==> src/rtl/wrp_shff_pkg.sv <==
// Shared types and helpers for the shuffle-stage transposing read sequencer.
package wrp_shff_pkg;

    typedef enum logic [1:0] {
        IDLE  = 2'd0,
        RUN   = 2'd1,
        DRAIN = 2'd2,
        DONE  = 2'd3
    } state_e;

    localparam int unsigned SHFF_DW = 64;

    // Buffer address is {bank, row, col}.
    function automatic int unsigned addr_w(input int unsigned rows_log2,
                                           input int unsigned cols_log2);
        return rows_log2 + cols_log2 + 1;
    endfunction

endpackage

==> src/rtl/wrp_shff_vpipe.sv <==
// Valid shift register shadowing the buffer read latency; empty when no read is in flight.
module wrp_shff_vpipe #(
    parameter int unsigned DEPTH = 2
) (
    input  logic clk,
    input  logic rst_n,
    input  logic in_v,
    output logic tail,
    output logic empty
);

    logic [DEPTH-1:0] v_q;
    logic [DEPTH-1:0] v_d;

    if (DEPTH == 1) begin : g_one
        always_comb begin
            v_d = in_v;
        end
    end else begin : g_shift
        always_comb begin
            v_d = {v_q[DEPTH-2:0], in_v};
        end
    end

    always_ff @(posedge clk or negedge rst_n) begin
        if (!rst_n) begin
            v_q <= '0;
        end else begin
            v_q <= v_d;
        end
    end

    assign tail  = v_q[DEPTH-1];
    assign empty = ~|v_q;

endmodule

==> src/rtl/wrp_shff_rd_seq.sv <==
// Reads one frame from the ping-pong shuffle buffer in column-major order and
// pushes it into the output FIFO wrapper, throttled by the FIFO almost-full flag.
module wrp_shff_rd_seq
    import wrp_shff_pkg::*;
#(
    parameter int unsigned ROWS_LOG2 = 5,
    parameter int unsigned COLS_LOG2 = 5,
    parameter int unsigned RD_LAT    = 2,
    parameter int unsigned DW        = SHFF_DW
) (
    input  logic                                      clk,
    input  logic                                      rst_n,
    input  logic                                      start,
    input  logic                                      bank,
    output logic                                      busy,
    output logic                                      done,
    output logic                                      mem_re,
    output logic [addr_w(ROWS_LOG2, COLS_LOG2)-1:0]   mem_addr,
    input  logic [DW-1:0]                             mem_rd,
    input  logic                                      fifo_af,
    output logic                                      fifo_we,
    output logic [DW-1:0]                             fifo_wd
);

    localparam int unsigned KW = ROWS_LOG2 + COLS_LOG2;
    localparam logic [KW-1:0] K_LAST = '1;

    state_e          state_q, state_d;
    logic            bank_q, bank_d;
    logic [KW-1:0]   k_q, k_d;
    logic            busy_q, busy_d;
    logic            done_q, done_d;
    logic            fifo_we_q, fifo_we_d;
    logic [DW-1:0]   fifo_wd_q, fifo_wd_d;
    logic            issue_c;
    logic            vp_tail;
    logic            vp_empty;

    wrp_shff_vpipe #(
        .DEPTH (RD_LAT)
    ) u_vpipe (
        .clk   (clk),
        .rst_n (rst_n),
        .in_v  (issue_c),
        .tail  (vp_tail),
        .empty (vp_empty)
    );

    // Next state, read issue and output register load.
    always_comb begin
        state_d   = state_q;
        bank_d    = bank_q;
        k_d       = k_q;
        issue_c   = 1'b0;
        case (state_q)
            IDLE: begin
                if (start) begin
                    state_d = RUN;
                    bank_d  = bank;
                    k_d     = '0;
                end
            end
            RUN: begin
                // almost-full is a registered flag, so it can gate the read directly
                issue_c = !fifo_af;
                if (issue_c) begin
                    k_d = k_q + KW'(1);
                    if (k_q == K_LAST) begin
                        state_d = DRAIN;
                    end
                end
            end
            DRAIN: begin
                if (vp_empty) begin
                    state_d = DONE;
                end
            end
            DONE: begin
                state_d = IDLE;
            end
            default: begin
                state_d = IDLE;
            end
        endcase
        busy_d    = (state_d != IDLE);
        done_d    = (state_d == DONE);
        fifo_we_d = vp_tail;
        fifo_wd_d = vp_tail ? mem_rd : fifo_wd_q;
    end

    always_ff @(posedge clk or negedge rst_n) begin
        if (!rst_n) begin
            state_q   <= IDLE;
            bank_q    <= 1'b0;
            k_q       <= '0;
            busy_q    <= 1'b0;
            done_q    <= 1'b0;
            fifo_we_q <= 1'b0;
            fifo_wd_q <= '0;
        end else begin
            state_q   <= state_d;
            bank_q    <= bank_d;
            k_q       <= k_d;
            busy_q    <= busy_d;
            done_q    <= done_d;
            fifo_we_q <= fifo_we_d;
            fifo_wd_q <= fifo_wd_d;
        end
    end

    // Row is the fast index: low k bits select the row, high bits the column.
    assign mem_re   = issue_c;
    assign mem_addr = issue_c ? {bank_q, k_q[ROWS_LOG2-1:0], k_q[KW-1:ROWS_LOG2]} : '0;
    assign busy     = busy_q;
    assign done     = done_q;
    assign fifo_we  = fifo_we_q;
    assign fifo_wd  = fifo_wd_q;

endmodule

==> config.mk <==
export PLATFORM = sky130hd
export DESIGN_NAME = wrp_shff_rd_seq
export DESIGN_NICKNAME = d
export VERILOG_FILES = /design/src/rtl/wrp_shff_pkg.sv /design/src/rtl/wrp_shff_vpipe.sv /design/src/rtl/wrp_shff_rd_seq.sv
export SDC_FILE = /design/constraint.sdc
export NUM_CORES = 1
export LEC_CHECK = 0
export ABC_AREA = 1
export CAP_MARGIN = 20
export CORE_ASPECT_RATIO = 0.8
export CORE_MARGIN = 8
export CORE_UTILIZATION = 40
export CTS_CLUSTER_SIZE = 8
export DETAILED_ROUTE_END_ITERATION = 6
export GPL_TIMING_DRIVEN = 0
export MAX_ROUTING_LAYER = met4
export PLACE_DENSITY = 0.77
export REMOVE_ABC_BUFFERS = 1
export SLEW_MARGIN = 5
export SYNTH_ARGS = -nofsm -noshare
export SYNTH_HDL_FRONTEND = slang
export SYNTH_SLANG_ARGS = --single-unit
==> constraint.sdc <==
create_clock -name clk -period 1.3 [get_ports clk]
set_input_delay 0.195 -clock clk [delete_from_list [all_inputs] [get_ports clk]]
set_output_delay 0.195 -clock clk [all_outputs]
set_load 0.01 [all_outputs]
==> results.json, run 1 <==
{
  "io_pins": 148,
  "clock_skew_ps": 4.004,
  "grt_max_degree": 47,
  "synth_most_common_cell": "dfrtp_1",
  "worstPathMaxFanout": 6,
  "dp_hpwl_um": 6511,
  "path_class": "flop to primary output",
  "drc": 0,
  "p_per_area_mw_per_mm2": 1644,
  "cts_num_sinks": 82,
  "wl_per_cell_um": 17.10,
  "slew_headroom_pct": 66.40,
  "synth_top_area_share_pct": 61.86,
  "drt_wl_total_um": 9198,
  "ant_nets": 0,
  "dieArea_mm2": 0.01148,
  "grt_usage_pct": 16.52,
  "intPower_w": 0.005800,
  "worst_slack_ps": -245.5,
  "p_switching_w": 0.002731,
  "htreeDepth": 3,
  "fp.coreArea_mm2": 0.007983,
  "final_nets": 495,
  "synth-main-ff-cell": "dfrtp_1",
  "syn_area_mm2": 0.003317,
  "chipHeight_um": 97.45,
  "synth_edf_count": 0,
  "detail_route.vias_per_cell": 4.760,
  "min_period_over_period_pct": 118.9,
  "worstPathArrival_ps": 1350,
  "setup_viol": 18,
  "dieWidth_um": 117.8,
  "status": "finished, violations left",
  "holdWs_ps": 359.8,
  "ys_ff_latch": 82,
  "power_frac_comb_pct": 36.7,
  "report.final.slew_viol_count": 0,
  "yosysSeqAreaShare_pct": 61.86,
  "yosys.area.top_type": "dfrtp_1",
  "max_freq_ghz": 0.6470,
  "instances_no_fill": 538,
  "critical-path-max-stage-delay_ps": 450,
  "cts_tree": "done",
  "slowest_stage": "dfrtp_2",
  "netlist_instances": 257,
  "power_leakage_nw": 2.385,
  "hold_class": "input port to asynchronous set/reset pin",
  "row_count": 29,
  "drtPass1Iterations": 4,
  "layout-drive-gt1-share_pct": 30.23,
  "start_util_pct": 41.55,
  "drv_cap": 0,
  "clk_latency_ps": 340,
  "power_frac_clock_pct": 20.5,
  "critPathLaunchType": "flop",
  "gp_congestion": 0.7968,
  "cts_buffers": 9,
  "avgSynthCellArea_um2": 12.91,
  "antenna_found_initial": 0,
  "insertedDiodeCount": 0,
  "power_w": 0.008531,
  "synthTopCellsByArea": "dfrtp_1 62%, mux2_2 22%, nand2_1 3.2%, inv_1 2.0%, nor2_1 2.0%",
  "ys_types": 23,
  "num_vias": 2561,
  "seqPwrFrac_pct": 42.8,
  "crit_required_ps": 1110,
  "syn2layout_area_growth_pct": 56.47,
  "worstPathCellList": "nor2_4 > nand2_4 > nor2_2 > buf_2",
  "tightest_slew_ps": 504.0,
  "grt_setup_unrepaired": "yes",
  "portBuffers": 147,
  "clk_pin_slew_worst_paths_ps": 80,
  "hold_viol_final": 0,
  "grt_pass1_wl_um": 14710,
  "drtIter0Drc": 102,
  "yosysWarnings": 0,
  "grt_overflow": 0,
  "cts-root-buf": "clkbuf_8",
  "first_global_vias": 2695,
  "violations": "setup timing",
  "clock_path_buffers": 2,
  "cp-end-kind": "primary output",
  "dp.cells": 504,
  "peakVddDrop_v": 0.0008948,
  "synth_async_sr_flop_share_pct": 100.0,
  "fin_crit_ps": 1546,
  "synth_common_cells": "82 x dfrtp_1, 64 x mux2_2, 28 x nand2_1",
  "final_util_pct": 65.02,
  "swShare_pct": 32.02,
  "setup_tns_ps": -2988
}
[timing repair]
item	in CTS	in global routing
resized for setup	121	16
setup endpoints to repair	154	20
endpoints found under the hold margin	36	0
hold buffers	1	0
cloned	1	0
buffers inserted	8	8
pin swaps	3	5
[metal layers]
layer | vias up | routed length [um] | share of wire [%] | GRT usage, %
li1 | 1212 | - | - | -
met1 | 1243 | 3956 | 43 | 19.46
met2 | 99 | 4650 | 51 | 27.15
met3 | 7 | 521 | 5.7 | 5.517
met4 | 0 | 70 | 0.76 | 3.242
met5 | - | 0 | 0 | -
[placed cells by master (no fill, tap or decap)]
cell type and count:
a21oi_2 1, buf_12 2, buf_16 2, buf_2 12, buf_4 12, buf_6 2
bufinv_16 1, clkbuf_1 2, clkbuf_8 9, clkdlybuf4s50_1 67, clkinv_2 2, clkinvlp_4 2
dfrtp_1 80, dfrtp_2 1, dfrtp_4 1, dlygate4sd2_1 67, dlygate4sd3_1 1, ha_4 1
inv_1 17, inv_2 2, mux2_2 64, nand2_1 27, nand2_2 2, nand2_4 2
nand2_8 1, nand3_1 8, nand3_2 1, nand4_1 8, nor2_1 14, nor2_2 5
nor2_4 1, nor3_1 1, nor3_4 2, o21ai_0 4, o21ai_1 3, o21ai_2 2
xor2_1 1
[kinds of logic (layout without fill, tap and decap cells)]
kind of cell / after synthesis / after routing / share of synthesized area [%]
flops: 82 / 82 / 61.86
simple gates: 71 / 72 / 10.07
mux: 64 / 64 / 21.73
buf+inv: 28 / 200 / 4.074
compound gates: 10 / 10 / 1.622
fa+ha+maj: 1 / 1 / 0.3772
xor+xnor: 1 / 1 / 0.2641
[sequential cells by signal, summed over array words and instances (netlist names)]
name and count:
k_q 10, u_vpipe.v_q 2, fifo_wd 64, busy 1
fifo_we 1, state_q 2, done 1, bank_q 1
[worst paths after layout]
kind | to | cells after the start | from | slack (ps)
worst max-delay path | mem_addr[8] | 4 | state_q[1] | -250
worst min-delay path | fifo_wd[35] | 2 | rst_n | 360
worst max register to register | k_q[5] | 8 | state_q[1] | -60
worst min register to register | u_vpipe.v_q[1] | 0 | u_vpipe.v_q[0] | 380
max in group asynchronous | fifo_wd[11] | 3 | rst_n | 350
min in group clk | u_vpipe.v_q[1] | 0 | u_vpipe.v_q[0] | 380
[layout make-up]
type | count | area [um^2]
multi-input combinational | 148 | 1205
sequential | 82 | 2057
clock inverter | 5 | 55.05
timing repair buffer | 165 | 1535
fill | 670 | 2793
inverter | 19 | 71.32
tap | 108 | 135.1
clock buffer | 11 | 131.4
[critical path, delay by kind of cell, from the launching register on]
family	cells	cell delay, ps
buf+inv	1	140
flops	1	450
simple gates	3	420
[per-stage QoR]
step	area, um^2	worst slack (ps)
after floorplan	3253	-897.7
after global placement	4860	-2955
after detailed placement	4888	-591.6
after CTS	5064	-250.9
after global routing	5190	-321.7
final	5190	-245.5
[power by group through the flow]
stage	clock, W	combinational, W	sequential (W)
after detailed placement	0	0.00311	0.00384
after floorplan	0	0.00106	0.00402
after CTS	0.00184	0.00298	0.00364
final	0.00175	0.00313	0.00365
after global placement	0	0.00309	0.00379
after global routing	0.00192	0.00339	0.00376
Note: power is estimated with default switching activity, not from simulation.
==> run 2: changes to the inputs <==
--- a/config.mk
+++ b/config.mk
@@ -6,8 +6,6 @@
 export NUM_CORES = 1
 export LEC_CHECK = 0
 export ABC_AREA = 1
-export CAP_MARGIN = 20
-export CORE_ASPECT_RATIO = 0.8
 export CORE_MARGIN = 8
 export CORE_UTILIZATION = 40
 export CTS_CLUSTER_SIZE = 8
==> results.json, run 2 (synthesis gave the netlist of run 1 again) <==
{
  "power_w": 0.008881,
  "peakVddDrop_v": 0.0007521,
  "dp.cells": 501,
  "drtPass1Iterations": 4,
  "drt_wl_total_um": 9773,
  "layout_commonest_cell": "dfrtp_1",
  "hold_class": "input port to asynchronous set/reset pin",
  "cts_buffers": 9,
  "grt_setup_unrepaired": "yes",
  "dieArea_mm2": 0.01146,
  "setup_viol": 21,
  "fp.coreArea_mm2": 0.008134,
  "drv_cap": 0,
  "cp-end-kind": "primary output",
  "crit_required_ps": 1110,
  "worstPathArrival_ps": 1320,
  "clock_skew_ps": 6.927,
  "stdcell_area_mm2": 0.005286,
  "wl_per_cell_um": 18.23,
  "clk_latency_ps": 340,
  "tightest_slew_ps": 442.6,
  "instances_no_fill": 536,
  "row_count": 33,
  "insertedDiodeCount": 0,
  "drtIter0Drc": 97,
  "path_class": "flop to primary output",
  "portBuffers": 147,
  "syn2layout_area_growth_pct": 59.37,
  "cts_tree": "done",
  "critPathLaunchType": "flop",
  "setup_tns_ps": -2971,
  "worstPathCellList": "nor2_4 > nand2_4 > nor2_1 > buf_2",
  "mostFrequentLayoutCells": "79 x dfrtp_1, 67 x clkdlybuf4s50_1, 67 x dlygate4sd2_1",
  "violations": "setup timing",
  "hold_viol_final": 0,
  "p_per_area_mw_per_mm2": 1680,
  "grt_pass1_wl_um": 14830,
  "worst_slack_ps": -217.2,
  "ant_nets": 0,
  "worstPathMaxFanout": 6,
  "fin_crit_ps": 1517,
  "detail_route.vias_per_cell": 4.866,
  "grt_overflow": 0,
  "num_vias": 2608,
  "drc": 0,
  "placed_area_mm2": 0.004885,
  "layout-drive-gt1-share_pct": 32.95,
  "dieWidth_um": 107.1,
  "antenna_found_initial": 0,
  "slowest_stage": "dfrtp_2",
  "grt_max_degree": 52,
  "dp_hpwl_um": 6934,
  "htreeDepth": 3,
  "clock_path_buffers": 2,
  "io_pins": 148,
  "grt_usage_pct": 17.21,
  "power_leakage_nw": 2.422,
  "largest_reg_flops": 64,
  "slew_headroom_pct": 70.50,
  "first_global_vias": 2636,
  "place_ws_ps": -593.5,
  "chipHeight_um": 107.1,
  "critical-path-max-stage-delay_ps": 430,
  "final_nets": 496,
  "cts-root-buf": "clkbuf_8",
  "gp_congestion": 0.8248,
  "max_freq_ghz": 0.6591,
  "cts_num_sinks": 82,
  "start_util_pct": 40.78,
  "min_period_over_period_pct": 116.7,
  "status": "finished, violations left",
  "report.final.slew_viol_count": 0,
  "clk_pin_slew_worst_paths_ps": 80
}
## run 2: changes by cell type in the layout (fill, tap and decap cells not counted), moves of 3 or more
cell     before  now
buf_6         2    6
nor2_1       14   10
o21ai_0       4    1
o21ai_2       2    5
nand2_4       2    5
buf_4        12    9
## run 2: path summary, 6_finish.rpt
check | cells after the start | start | to | slack, ps
min reg2reg | 0 | u_vpipe.v_q[0] | u_vpipe.v_q[1] | 390
max reg2reg | 9 | state_q[1] | k_q[5] | -140
max in group asynchronous | 3 | rst_n | fifo_wd[54] | 370
min | 2 | rst_n | fifo_wd[45] | 330
max | 4 | state_q[1] | mem_addr[1] | -220
min in group clk | 0 | u_vpipe.v_q[0] | u_vpipe.v_q[1] | 390
## run 2: area by class of cell
type | instances | area (um^2)
clock inverter | 3 | 46.29
multi-input combinational | 149 | 1277
clock buffer | 13 | 158.9
inverter | 19 | 73.82
tap | 105 | 131.4
fill | 650 | 2848
timing repair buffer | 165 | 1540
sequential | 82 | 2058
## run 2: through the flow
step	hold WS [ps]	utilization, %
6_report	327.4	64.99
3_5_place_dp	172.6	60.05
3_3_place_gp	361.2	59.70
4_1_cts	329.5	63.13
5_1_grt	365.0	64.99
2_1_floorplan	-100.6	-
## run 2: where the power goes
part / leakage (nW) / switching, W / total (W) / internal (W)
combinational: 1.35 / 0.00159 / 0.00331 / 0.00172
clock: 0.100 / 0.000902 / 0.00191 / 0.00100
sequential: 0.973 / 0.000409 / 0.00366 / 0.00326
## run 2: what timing repair did
action,in CTS,in global routing
cloned,1,1
hold buffers,1,0
endpoints found under the setup margin,156,23
pin swaps,8,11
setup buffers,11,6
gates resized for setup,127,35
endpoints found under the hold margin,31,0
## run 2: worst max-delay path, delay by kind of cell (launching register included)
kind	cells	cell delay, ps
DFF	1	430
and+or+nand+nor	3	410
buffers and inverters	1	140
## run 2: metal layers
layer  vias up  global-route usage (%)  wire length, um
met3        12                   4.259              715
li1       1209                       -                -
met5         -                       -                0
met2       110                   27.05             4645
met1      1277                   21.32             4288
met4         0                   5.427              122
